==> config.mk <==
export PLATFORM = sky130hd
export DESIGN_NAME = instr_encoder_flat
export DESIGN_NICKNAME = d
export VERILOG_FILES = /design/src/rtl/instr_encoder_if.sv /design/src/rtl/instr_encoder.sv /design/src/flat_wrapper.sv
export SDC_FILE = /design/constraint.sdc
export NUM_CORES = 1
export LEC_CHECK = 0
export CORE_UTILIZATION = 35
export CTS_CLUSTER_DIAMETER = 200
export DETAILED_ROUTE_END_ITERATION = 10
export SYNTH_ARGS = -nofsm -noshare
export SYNTH_HDL_FRONTEND = slang
export SYNTH_SLANG_ARGS = --single-unit
==> constraint.sdc <==
create_clock -name clk_i -period 4 [get_ports clk_i]
set_clock_uncertainty 0.15 [all_clocks]
set_input_delay 0.4 -clock clk_i [delete_from_list [all_inputs] [get_ports clk_i]]
set_output_delay 0.4 -clock clk_i [all_outputs]
set_load 0.005 [all_outputs]
==> src/rtl/instr_encoder_if.sv <==
// Field/word handshake bundle for the RV32I instruction encoder.
// master drives fields and accepts words; slave is the encoder.
interface instr_encoder_if #(
    parameter int unsigned CNT_W = 16
);
    logic             in_valid_i;
    logic             in_ready_o;
    logic [4:0]       opcode_i;
    logic [4:0]       rd_i;
    logic [4:0]       rs1_i;
    logic [4:0]       rs2_i;
    logic [2:0]       funct3_i;
    logic [6:0]       funct7_i;
    logic [31:0]      imm_i;
    logic             out_valid_o;
    logic             out_ready_i;
    logic [31:0]      instr_o;
    logic             err_o;
    logic [CNT_W-1:0] err_cnt_o;

    modport master (
        output in_valid_i, opcode_i, rd_i, rs1_i, rs2_i, funct3_i, funct7_i, imm_i,
        output out_ready_i,
        input  in_ready_o, out_valid_o, instr_o, err_o, err_cnt_o
    );

    modport slave (
        input  in_valid_i, opcode_i, rd_i, rs1_i, rs2_i, funct3_i, funct7_i, imm_i,
        input  out_ready_i,
        output in_ready_o, out_valid_o, instr_o, err_o, err_cnt_o
    );
endinterface

==> src/rtl/instr_encoder.sv <==
// Two-stage RV32I instruction encoder: range-checks the immediate in S1,
// scatters it into the instruction word in S2, counts erroneous words.
module instr_encoder #(
    parameter int unsigned CNT_W = 16
) (
    input logic            clk_i,
    input logic            rst_ni,
    instr_encoder_if.slave bus
);

    localparam logic [4:0] OPCODE_LOAD   = 5'b00000;
    localparam logic [4:0] OPCODE_OP_IMM = 5'b00100;
    localparam logic [4:0] OPCODE_AUIPC  = 5'b00101;
    localparam logic [4:0] OPCODE_STORE  = 5'b01000;
    localparam logic [4:0] OPCODE_OP     = 5'b01100;
    localparam logic [4:0] OPCODE_LUI    = 5'b01101;
    localparam logic [4:0] OPCODE_BRANCH = 5'b11000;
    localparam logic [4:0] OPCODE_JALR   = 5'b11001;
    localparam logic [4:0] OPCODE_JAL    = 5'b11011;

    localparam logic [CNT_W-1:0] CNT_MAX = '1;

    function automatic logic is_shift(input logic [2:0] f3);
        return (f3 == 3'b001) || (f3 == 3'b101);
    endfunction

    // 1 when the opcode is illegal or the immediate does not fit its format
    function automatic logic imm_err(input logic [4:0] op, input logic [2:0] f3,
                                     input logic [31:0] x);
        logic err;
        logic i_bad;
        i_bad = (x[31:11] != {21{x[11]}});
        err   = 1'b1;
        case (op)
            OPCODE_LUI, OPCODE_AUIPC:              err = (x[11:0] != 12'h000);
            OPCODE_JAL:                            err = (x[31:20] != {12{x[20]}}) | x[0];
            OPCODE_JALR, OPCODE_LOAD, OPCODE_STORE: err = i_bad;
            OPCODE_OP_IMM:                         err = is_shift(f3) ? (x[31:5] != 27'd0) : i_bad;
            OPCODE_BRANCH:                         err = (x[31:12] != {20{x[12]}}) | x[0];
            OPCODE_OP:                             err = 1'b0;
            default:                               err = 1'b1;
        endcase
        return err;
    endfunction

    function automatic logic [31:0] pack(input logic [4:0] op, input logic [4:0] rd,
                                         input logic [4:0] rs1, input logic [4:0] rs2,
                                         input logic [2:0] f3, input logic [6:0] f7,
                                         input logic [31:0] x);
        logic [31:0] w;
        logic [6:0]  o;
        o = {op, 2'b11};
        w = 32'h0000_0000;
        case (op)
            OPCODE_LUI, OPCODE_AUIPC: w = {x[31:12], rd, o};
            OPCODE_JAL:               w = {x[20], x[10:1], x[11], x[19:12], rd, o};
            OPCODE_JALR, OPCODE_LOAD: w = {x[11:0], rs1, f3, rd, o};
            OPCODE_OP_IMM:            w = is_shift(f3) ? {f7, x[4:0], rs1, f3, rd, o}
                                                       : {x[11:0], rs1, f3, rd, o};
            OPCODE_BRANCH:            w = {x[12], x[10:5], rs2, rs1, f3, x[4:1], x[11], o};
            OPCODE_STORE:             w = {x[11:5], rs2, rs1, f3, x[4:0], o};
            OPCODE_OP:                w = {f7, rs2, rs1, f3, rd, o};
            default:                  w = 32'h0000_0000;
        endcase
        return w;
    endfunction

    logic             s1_valid;
    logic [4:0]       s1_op;
    logic [4:0]       s1_rd;
    logic [4:0]       s1_rs1;
    logic [4:0]       s1_rs2;
    logic [2:0]       s1_f3;
    logic [6:0]       s1_f7;
    logic [31:0]      s1_imm;
    logic             s1_err;

    logic             s2_valid;
    logic [31:0]      s2_instr;
    logic             s2_err;
    logic [CNT_W-1:0] err_cnt_q;

    logic s2_adv_c;
    logic in_fire_c;
    logic out_fire_c;

    assign s2_adv_c   = !s2_valid || bus.out_ready_i;
    assign in_fire_c  = bus.in_valid_i && bus.in_ready_o;
    assign out_fire_c = s2_valid && bus.out_ready_i;

    assign bus.in_ready_o  = rst_ni && (!s1_valid || s2_adv_c);
    assign bus.out_valid_o = s2_valid;
    assign bus.instr_o     = s2_instr;
    assign bus.err_o       = s2_err;
    assign bus.err_cnt_o   = err_cnt_q;

    // S1 payload: captured fields plus the range verdict
    always_ff @(posedge clk_i) begin
        if (in_fire_c) begin
            s1_op  <= bus.opcode_i;
            s1_rd  <= bus.rd_i;
            s1_rs1 <= bus.rs1_i;
            s1_rs2 <= bus.rs2_i;
            s1_f3  <= bus.funct3_i;
            s1_f7  <= bus.funct7_i;
            s1_imm <= bus.imm_i;
            s1_err <= imm_err(bus.opcode_i, bus.funct3_i, bus.imm_i);
        end
    end

    // Stage valids, S2 word and the saturating error counter
    always_ff @(posedge clk_i) begin
        if (!rst_ni) begin
            s1_valid  <= 1'b0;
            s2_valid  <= 1'b0;
            s2_instr  <= 32'h0000_0000;
            s2_err    <= 1'b0;
            err_cnt_q <= '0;
        end else begin
            if (in_fire_c) begin
                s1_valid <= 1'b1;
            end else if (s2_adv_c) begin
                s1_valid <= 1'b0;
            end

            if (s2_adv_c) begin
                s2_valid <= s1_valid;
                if (s1_valid) begin
                    s2_instr <= s1_err ? 32'h0000_0000
                                       : pack(s1_op, s1_rd, s1_rs1, s1_rs2, s1_f3, s1_f7, s1_imm);
                    s2_err   <= s1_err;
                end
            end

            if (out_fire_c && s2_err && (err_cnt_q != CNT_MAX)) begin
                err_cnt_q <= err_cnt_q + CNT_W'(1);
            end
        end
    end

endmodule

==> src/flat_wrapper.sv <==
// flat-port wrapper written by rule: the top's interface ports become plain ports
module instr_encoder_flat 
#(
    parameter int unsigned CNT_W = 16
)
  (clk_i, rst_ni, bus_in_valid_i, bus_opcode_i, bus_rd_i, bus_rs1_i, bus_rs2_i, bus_funct3_i, bus_funct7_i, bus_imm_i, bus_out_ready_i, bus_in_ready_o, bus_out_valid_o, bus_instr_o, bus_err_o, bus_err_cnt_o);
  instr_encoder_if #(.CNT_W(CNT_W)) bus_i ();
  input logic clk_i;
  input logic rst_ni;
  input wire logic [$bits(bus_i.in_valid_i)-1:0] bus_in_valid_i;
  input wire logic [$bits(bus_i.opcode_i)-1:0] bus_opcode_i;
  input wire logic [$bits(bus_i.rd_i)-1:0] bus_rd_i;
  input wire logic [$bits(bus_i.rs1_i)-1:0] bus_rs1_i;
  input wire logic [$bits(bus_i.rs2_i)-1:0] bus_rs2_i;
  input wire logic [$bits(bus_i.funct3_i)-1:0] bus_funct3_i;
  input wire logic [$bits(bus_i.funct7_i)-1:0] bus_funct7_i;
  input wire logic [$bits(bus_i.imm_i)-1:0] bus_imm_i;
  input wire logic [$bits(bus_i.out_ready_i)-1:0] bus_out_ready_i;
  output wire logic [$bits(bus_i.in_ready_o)-1:0] bus_in_ready_o;
  output wire logic [$bits(bus_i.out_valid_o)-1:0] bus_out_valid_o;
  output wire logic [$bits(bus_i.instr_o)-1:0] bus_instr_o;
  output wire logic [$bits(bus_i.err_o)-1:0] bus_err_o;
  output wire logic [$bits(bus_i.err_cnt_o)-1:0] bus_err_cnt_o;
  assign bus_i.in_valid_i = bus_in_valid_i;
  assign bus_i.opcode_i = bus_opcode_i;
  assign bus_i.rd_i = bus_rd_i;
  assign bus_i.rs1_i = bus_rs1_i;
  assign bus_i.rs2_i = bus_rs2_i;
  assign bus_i.funct3_i = bus_funct3_i;
  assign bus_i.funct7_i = bus_funct7_i;
  assign bus_i.imm_i = bus_imm_i;
  assign bus_i.out_ready_i = bus_out_ready_i;
  assign bus_in_ready_o = bus_i.in_ready_o;
  assign bus_out_valid_o = bus_i.out_valid_o;
  assign bus_instr_o = bus_i.instr_o;
  assign bus_err_o = bus_i.err_o;
  assign bus_err_cnt_o = bus_i.err_cnt_o;
  instr_encoder #(.CNT_W(CNT_W)) u_core (.clk_i(clk_i), .rst_ni(rst_ni), .bus(bus_i));
endmodule
### Word-level counts from Yosys, hierarchy flattened

Index checks and enable logic that the tools add are counted.

* logic and storage cells: 68
* input bits: 66
* bits in registers: 114

* reduce and logical (&&, ||, !) cells: 21
* bitwise gates (word level): 2
* $add $sub $neg: 1
* multiplexer cells: 7
* eq/ne operators: 24

Operator list (number)
* $pmux 32 s7: 1
* $mux 32: 2
* $eq 5x4->1 const B: 6
* $eq 5x5->1 const B: 6
* $reduce_bool 27->1: 1
* $eq 5x3->1 const B: 4
* $ne 20x20->1: 1
* $ne 19x19->1: 1
* $add 16x1->16 const B: 1
* $ne 16x16->1 const B: 1
* $reduce_bool 12->1: 1
* $ne 11x11->1: 1
* $logic_not 5->1: 2
* $eq 3x1->1 const B: 2
* $eq 3x3->1 const B: 2
* $pmux 1 s6: 1
* $reduce_or 2->1: 3
* $logic_and 1x1->1: 5
* $logic_or 1x1->1: 4
* $mux 1: 3
* $reduce_or 3->1: 1
* $logic_not 1->1: 2
* $or 1x1->1: 2
* $reduce_and 2->1: 1
* $reduce_bool 2->1: 1

### Logic depth before layout (Yosys ltp)

Gate-level depths: netlist of run 1.

* depth after elaboration: 6
* mapped depth: 7

### Least setup slack after synthesis of run 1

OpenSTA, ideal clock, no wires.

* path kind: input to register
* start point: input rst_ni
* end point: register u_core.s1_err (enable)
* stages: 4
* setup time: 0.428 ns
* setup slack: 0.931 ns
* arrival time: 2.492 ns
* cell sequence: buf_2 > clkinv_1 > a21oi_1 > and2_1

* cells in the longest elaborated chain, start to end: 2

Ends and longest elaborated chain
* from (decl): line flat_wrapper.sv:9 `input logic rst_ni;`
* $logic_and 1x1->1: line instr_encoder.sv:91 `assign bus.in_ready_o = rst_ni && (!s1_valid || s2_adv_c);`
* via bus_in_ready_o: line flat_wrapper.sv:19 `output wire logic [$bits(bus_i.in_ready_o)-1:0] bus_in_ready_o;`
* $logic_and 1x1->1: line instr_encoder.sv:88 `assign in_fire_c = bus.in_valid_i && bus.in_ready_o;`
* via u_core.in_fire_c: line instr_encoder.sv:84 `logic in_fire_c;`
* to (signal assigned): line instr_encoder.sv:107 `s1_err <= imm_err(bus.opcode_i, bus.funct3_i, bus.imm_i);`
* to (decl): line instr_encoder.sv:76 `logic s1_err;`

The timed path passes the listed nets, and every way through them passes these cells.
A chain may end at the register's enable or synchronous reset.

### Worst setup path after layout of run 1

* start point: register u_core.s1_op[0]
* end point: register u_core.s2_instr[8], in the netlist u_core.bus.instr_o[8]

* cells in the longest elaborated chain, start to end: 4
* elaborated cells between the ends (all ways): 13
* those cells by class: eq/ne (8); mux (2); reduce/logical (3)

Ends and longest elaborated chain
* from (decl): line instr_encoder.sv:69 `logic [4:0] s1_op;`
* from (signal assigned): line instr_encoder.sv:100 `s1_op <= bus.opcode_i;`
* $eq 5x5->1 (tied with other cells): line instr_encoder.sv:54 `case (op)`
* $reduce_or 2->1: line instr_encoder.sv:54
* $pmux 32 s7 (*): line instr_encoder.sv:54
* $mux 32 (*): line instr_encoder.sv:129 `s2_instr <= s1_err ? 32'h0000_0000`
* to (signal assigned): line instr_encoder.sv:129
* to (decl): line instr_encoder.sv:79 `logic [31:0] s2_instr;`

Every way passes the cells marked *; elsewhere a longest branch is shown, timed or not.

==> flow_summary.json, run 1 <==
{
  "post-place-cells": 678,
  "clk_pin_slew_ns": 0.05,
  "drv_slew": 0,
  "via_per_inst": 5.25,
  "synth_seq_cells": 113,
  "syn_to_final_growth_pct": 40.6,
  "initial_utilization_pct": 35.8,
  "dieArea_mm2": 0.0140,
  "combinationalPowerShare_pct": 5.7,
  "grt_use_total_pct": 17.1,
  "cts-resized-gates": 0,
  "clock_path_buffers": 2,
  "post-synth-top-count-cell": "edfxtp_1",
  "status": "finished, final reports clean",
  "drc_errors": 0,
  "port_buffers": 116,
  "r2r_start": "u_core.s1_op[0]$_DFFE_PP_",
  "finalSetupViolations": 0,
  "die_h_um": 118,
  "min_from": "u_core.bus.instr_o[20]$_SDFFE_PN0P_",
  "gp_congestion": 0.856,
  "grt_pass1_vias": 3666,
  "synth_common_cells": "edfxtp_1 (63), dfxtp_1 (50), nor2_1 (39), nand2_1 (20), nand3_1 (20)",
  "ys_seq_area_share_pct": 61.0,
  "n_antenna_cell": 0,
  "p_int_w": 0.00240,
  "cts_root_buf": "clkbuf_16",
  "endpoint_kind": "flip-flop",
  "cap_violations": 0,
  "power_w": 0.00300,
  "p_clk_share_pct": 51.4,
  "synth_xor_area_share_pct": 1.85,
  "cp-startpoint": "u_core.s1_op[0]$_DFFE_PP_",
  "fill_cells": 1194,
  "synth_area_leaders": "edfxtp_1 (40%), dfxtp_1 (21%), nor2_1 (3.1%), a22oi_1 (2.5%), a222oi_1 (2.1%)",
  "yosys_warnings": 0,
  "fin_crit_sh_pct": 69.7,
  "placed_cell_area_mm2": 0.00606,
  "ys_types": 66,
  "dp_hpwl_um": 8260,
  "grt_pass1_wl_um": 18500,
  "rows": 42,
  "hold_depth": 2,
  "clock_latency_ns": 0.40,
  "p_leak_nw": 2.25,
  "grt_antenna_before_repair": 0,
  "core_area_mm2": 0.0132,
  "sequentialPowerShare_pct": 42.9,
  "hp-class": "flip-flop to flip-flop",
  "synthSimpleGateAreaFrac_pct": 16.8,
  "wl_per_cell_um": 16.1,
  "p_sw_share_pct": 19.8,
  "design_area_mm2": 0.00667,
  "synth.area.mux_share_pct": 1.32,
  "async_flop_share_pct": 0,
  "maxSlewHeadroom_pct": 23.8,
  "finalCriticalPeriod_ns": 2.79,
  "synth_top_flop_cell": "edfxtp_1",
  "max_slew.worst_pin.slew_ns": 1.13,
  "layout-drive-gt1-share_pct": 8.82,
  "r2r_slack_ns": 1.21,
  "synth_fa_ha_area_share_pct": 0.528,
  "avgSynthCellArea_um2": 11.8,
  "synth-edff-count": 63,
  "required_ns": 4.14,
  "syn-num-nets": 471,
  "dieWidth_um": 118,
  "cts_sinks": 113,
  "firstDrtPassIters": 4,
  "cp-start-kind": "flip-flop",
  "dr.first_iter.drc_count": 327,
  "vias": 3721,
  "final_cells": 709,
  "synth_top_area_share_pct": 39.9,
  "gr-total-overflow": 0,
  "worstPathMaxFanout": 16,
  "yosys.area.top_type": "edfxtp_1",
  "grt_max_degree": 41,
  "critical_path_class": "flip-flop to flip-flop",
  "rsz0062_at_grt": "no",
  "synthCells": 403,
  "post_cts_buffers": 0,
  "pin_count": 117,
  "max-vdd-ir-drop_mv": 0.278,
  "synth_top_family_by_area": "simple AND/OR/NAND/NOR gates",
  "cts_tree": "built",
  "p_sw_w": 0.000593,
  "crit_end": "u_core.bus.instr_o[8]$_SDFFE_PN0P_",
  "power.density_mw_per_mm2": 450,
  "numCtsBuffers": 17,
  "reg2regPathDepth": 5,
  "fin_tns_setup_ns": 0,
  "routed_wl_um": 11400,
  "synth_area_mm2": 0.00474,
  "hold_viol": 0,
  "max_freq_mhz": 359,
  "h-tree-depth": 4,
  "postCtsHoldBufs": 0,
  "arrival_ns": 2.93,
  "nets": 589,
  "rr_endpoint": "u_core.bus.instr_o[8]$_SDFFE_PN0P_",
  "drtAntennaViolNets": 0,
  "synth_compound_area_share_pct": 15.6,
  "whs_ns": 0.305
}
==> critical path: stages, from the launching register on <==
cell and delay, ns:
edfxtp_1 0.62, and4b_1 0.35, a21o_1 0.25, o21ai_0 0.90
o21ai_0 0.21, and2_1 0.20
==> metrics by stage <==
step / setup WS (ns) / util (%)
global route: 1.03 / 50.3
global placement: 1.30 / 45.7
floorplan: 0.931 / -
CTS: 1.21 / 50.3
finish: 1.21 / 50.3
detailed placement: 1.20 / 45.7
==> power by group through the flow <==
stage / Combinational (W) / Clock [W] / Sequential (W)
2_1_floorplan: 0.0000742 / 0 / 0.00130
3_3_place_gp: 0.000170 / 0 / 0.00131
3_5_place_dp: 0.000171 / 0 / 0.00131
4_1_cts: 0.000172 / 0.00157 / 0.00128
5_1_grt: 0.000186 / 0.00162 / 0.00129
6_report: 0.000171 / 0.00154 / 0.00129
==> sequential cells by signal, indices dropped and copies added (netlist names), 3 cells and up <==
signal	cells
u_core.s1_imm	32
u_core.bus.instr_o	31
u_core.bus.err_cnt_o	16
u_core.s1_f7	7
u_core.s1_op	5
u_core.s1_rd	5
u_core.s1_rs1	5
u_core.s1_rs2	5
u_core.s1_f3	3
==> layout by cell type (no fill, tap or decap), types with 4 or more instances in the layout <==
cell type        Yosys  routed
a21oi_1              9       9
a222oi_1            10      10
a22o_1               8       8
a22oi_1             16      16
a2bb2oi_1            4       4
a32oi_1              4       4
and2_1               9       8
bufinv_16            0       4
clkbuf_16            0      17
clkdlybuf4s50_1      0     116
clkinv_1             1       4
dfxtp_1             50      50
edfxtp_1            63      63
inv_1                7       7
mux2i_1              4       4
nand2_1             20      20
nand2b_1             6       6
nand3_1             20      20
nand4_1             10      10
nor2_1              39      39
nor2b_1              5       5
nor3_1              13      13
o21ai_0             18      18
or4_1                6       6
xnor2_1              4       4
xor2_1               6       6
==> metal layers <==
| layer | global-route usage [%] | vias to the layer above | part of all wire, % |
|---|---|---|---|
| met3 | 4.44 | 17 | 6.2 |
| met5 | 0 | - | 0 |
| met1 | 22.6 | 1761 | 46 |
| li1 | - | 1798 | - |
| met4 | 7.44 | 0 | 1.5 |
| met2 | 26.5 | 145 | 46 |
==> cell families after synthesis <==
group | count (synthesis)
AOI/OAI and AO/OA | 96
xor gates and xnor gates | 10
adders and majority gates | 2
buffers and inverters | 29
DFF | 113
muxes | 6
and+or+nand+nor | 147
==> area by class of cell <==
type	count	area, um^2	share of cell area [%]
Sequential cell	113	2890	43.4
Inverter	8	30.0	0.450
Clock buffer	20	447	6.70
Tap cell	176	220	3.30
Timing Repair Buffer	120	1200	18.1
Multi-Input combinational cell	261	1710	25.7
Clock inverter	11	163	2.44
==> how the worst min path moves through the flow <==
stage	endpoint	slack, ns
floorplan	u_core.bus.instr_o[20]$_SDFFE_PN0P_	0.30
global placement	u_core.bus.instr_o[20]$_SDFFE_PN0P_	0.30
detailed placement	u_core.bus.instr_o[20]$_SDFFE_PN0P_	0.30
CTS	u_core.bus.instr_o[20]$_SDFFE_PN0P_	0.30
global route	u_core.bus.instr_o[20]$_SDFFE_PN0P_	0.36
finish	u_core.bus.instr_o[20]$_SDFFE_PN0P_	0.30
Note: power is estimated with default switching activity, not from simulation.
==> run 2, diff against run 1 <==
==> constraint.sdc (replaced) <==
create_clock -name clk_i -period 2.9 [get_ports clk_i]
set_clock_uncertainty 0.15 [all_clocks]
set_input_delay 0.29 -clock clk_i [delete_from_list [all_inputs] [get_ports clk_i]]
set_output_delay 0.29 -clock clk_i [all_outputs]
set_load 0.005 [all_outputs]
==> run 2 against run 1 <==
  * Worst setup slack worse by 0.46 ns
  * Register-to-register slack lost 0.46 ns
  * Core utilization about the same
  * Maximum frequency grew 30%
  * Largest power group unchanged
  * First-iteration DRC count fell by 6.4%
  * Cell count is 0.71% higher
  * Via count is 0.24% higher
  * Critical path depth rose by 1
  * Sequential power grew 37%
  * Combinational power grew 40%
  * Largest cell class unchanged
==> flow_summary.json, run 2 (synthesis gave the netlist of run 1 again) <==
{
  "die_h_um": 118,
  "power.density_mw_per_mm2": 607,
  "clk_pin_slew_ns": 0.05,
  "cap_violations": 0,
  "hp-class": "primary input to flip-flop",
  "worstPathMaxFanout": 13,
  "status": "finished, final reports clean",
  "power_w": 0.00404,
  "via_per_inst": 5.22,
  "hold_viol": 0,
  "post_cts_buffers": 0,
  "cp-startpoint": "u_core.s1_op[2]$_DFFE_PP_",
  "dieWidth_um": 118,
  "wl_per_cell_um": 16.2,
  "cts_root_buf": "clkbuf_16",
  "grt_max_degree": 64,
  "cts_sinks": 113,
  "drc_errors": 0,
  "vias": 3730,
  "fin_crit_sh_pct": 74.1,
  "routed_wl_um": 11600,
  "dieArea_mm2": 0.0140,
  "drv_slew": 0,
  "syn_to_final_growth_pct": 40.5,
  "fin_tns_setup_ns": 0,
  "cts-resized-gates": 0,
  "numCtsBuffers": 17,
  "finalCriticalPeriod_ns": 2.15,
  "layout-drive-gt1-share_pct": 10.6,
  "cts_tree": "built",
  "drtAntennaViolNets": 0,
  "rows": 42,
  "h-tree-depth": 4,
  "n_antenna_cell": 0,
  "port_buffers": 116,
  "rsz0062_at_grt": "no",
  "endpoint_kind": "flip-flop",
  "required_ns": 3.04,
  "arrival_ns": 2.28,
  "clock_latency_ns": 0.41,
  "min_from": "bus_rs1_i[2]",
  "grt_antenna_before_repair": 0,
  "pin_count": 117,
  "whs_ns": 0.286,
  "regMostFlops": "u_core.s1_imm",
  "maxSlewHeadroom_pct": 48.5,
  "max_slew.worst_pin.slew_ns": 0.773,
  "firstDrtPassIters": 5,
  "final_common_cell": "clkdlybuf4s50_1",
  "placed_cell_area_mm2": 0.00607,
  "max_freq_mhz": 466,
  "nets": 593,
  "design_area_mm2": 0.00666,
  "max-vdd-ir-drop_mv": 0.413,
  "grt_pass1_wl_um": 18500,
  "cp-start-kind": "flip-flop",
  "core_area_mm2": 0.0132,
  "initial_utilization_pct": 35.8,
  "dp_hpwl_um": 8410,
  "r2r_start": "u_core.s1_op[2]$_DFFE_PP_",
  "largest_reg_flops": 32,
  "dr.first_iter.drc_count": 306,
  "final_util_pct": 50.3,
  "grt_use_total_pct": 17.3,
  "gr-total-overflow": 0,
  "grt_pass1_vias": 3616,
  "critical_path_class": "flip-flop to flip-flop",
  "p_leak_nw": 2.25,
  "clock_path_buffers": 2,
  "gp_congestion": 0.939,
  "postCtsHoldBufs": 0,
  "most-common-layout-cells": "clkdlybuf4s50_1 (116), edfxtp_1 (63), dfxtp_1 (50), nor2_1 (39)",
  "finalSetupViolations": 0
}
run 2: area by class of cell:
class	count	area, um^2
clock buffer	17	425
clock inverter	15	161
sequential	113	2890
multi-input combinational	261	1710
inverter	8	30.0
timing repair buffer	124	1220
fill	1203	6580
tap	176	220
run 2: per-layer routing:
layer	GRT usage, %	vias to the layer above	routed length [um]
li1	-	1811	-
met1	22.5	1759	5360
met2	26.5	139	5340
met3	4.73	21	628
met4	8.47	0	261
met5	0	-	0
run 2: worst paths after layout:
check / slack, ns / to / depth (start not counted)
worst max-delay path: 0.75 / u_core.bus.instr_o[23]$_SDFFE_PN0P_ / 6
worst min-delay path: 0.29 / u_core.s1_rs1[2]$_DFFE_PP_ / 1
worst max register to register: 0.75 / u_core.bus.instr_o[23]$_SDFFE_PN0P_ / 6
worst min register to register: 0.32 / u_core.bus.instr_o[20]$_SDFFE_PN0P_ / 2
run 2: per-stage QoR:
stage               instances  worst slack, ns
floorplan                 403            0.625
detailed placement        682            0.470
global placement          682            0.521
CTS                       714            0.755
global route              714            0.579
finish                    714            0.752
run 2: worst max-delay path, stage by stage, from the launching register on:
cell,delay [ns]
edfxtp_1,0.64
and4b_1,0.30
a21o_1,0.25
o21ai_0,0.24
buf_4,0.21
a2bb2oi_1,0.18
nor2_1,0.05
run 2: power by group:
group	internal, W	switching (W)	total [W]
sequential	0.00174	0.0000258	0.00177
combinational	0.000128	0.000112	0.000240
clock	0.00127	0.000763	0.00203
total	0.00314	0.000900	0.00404
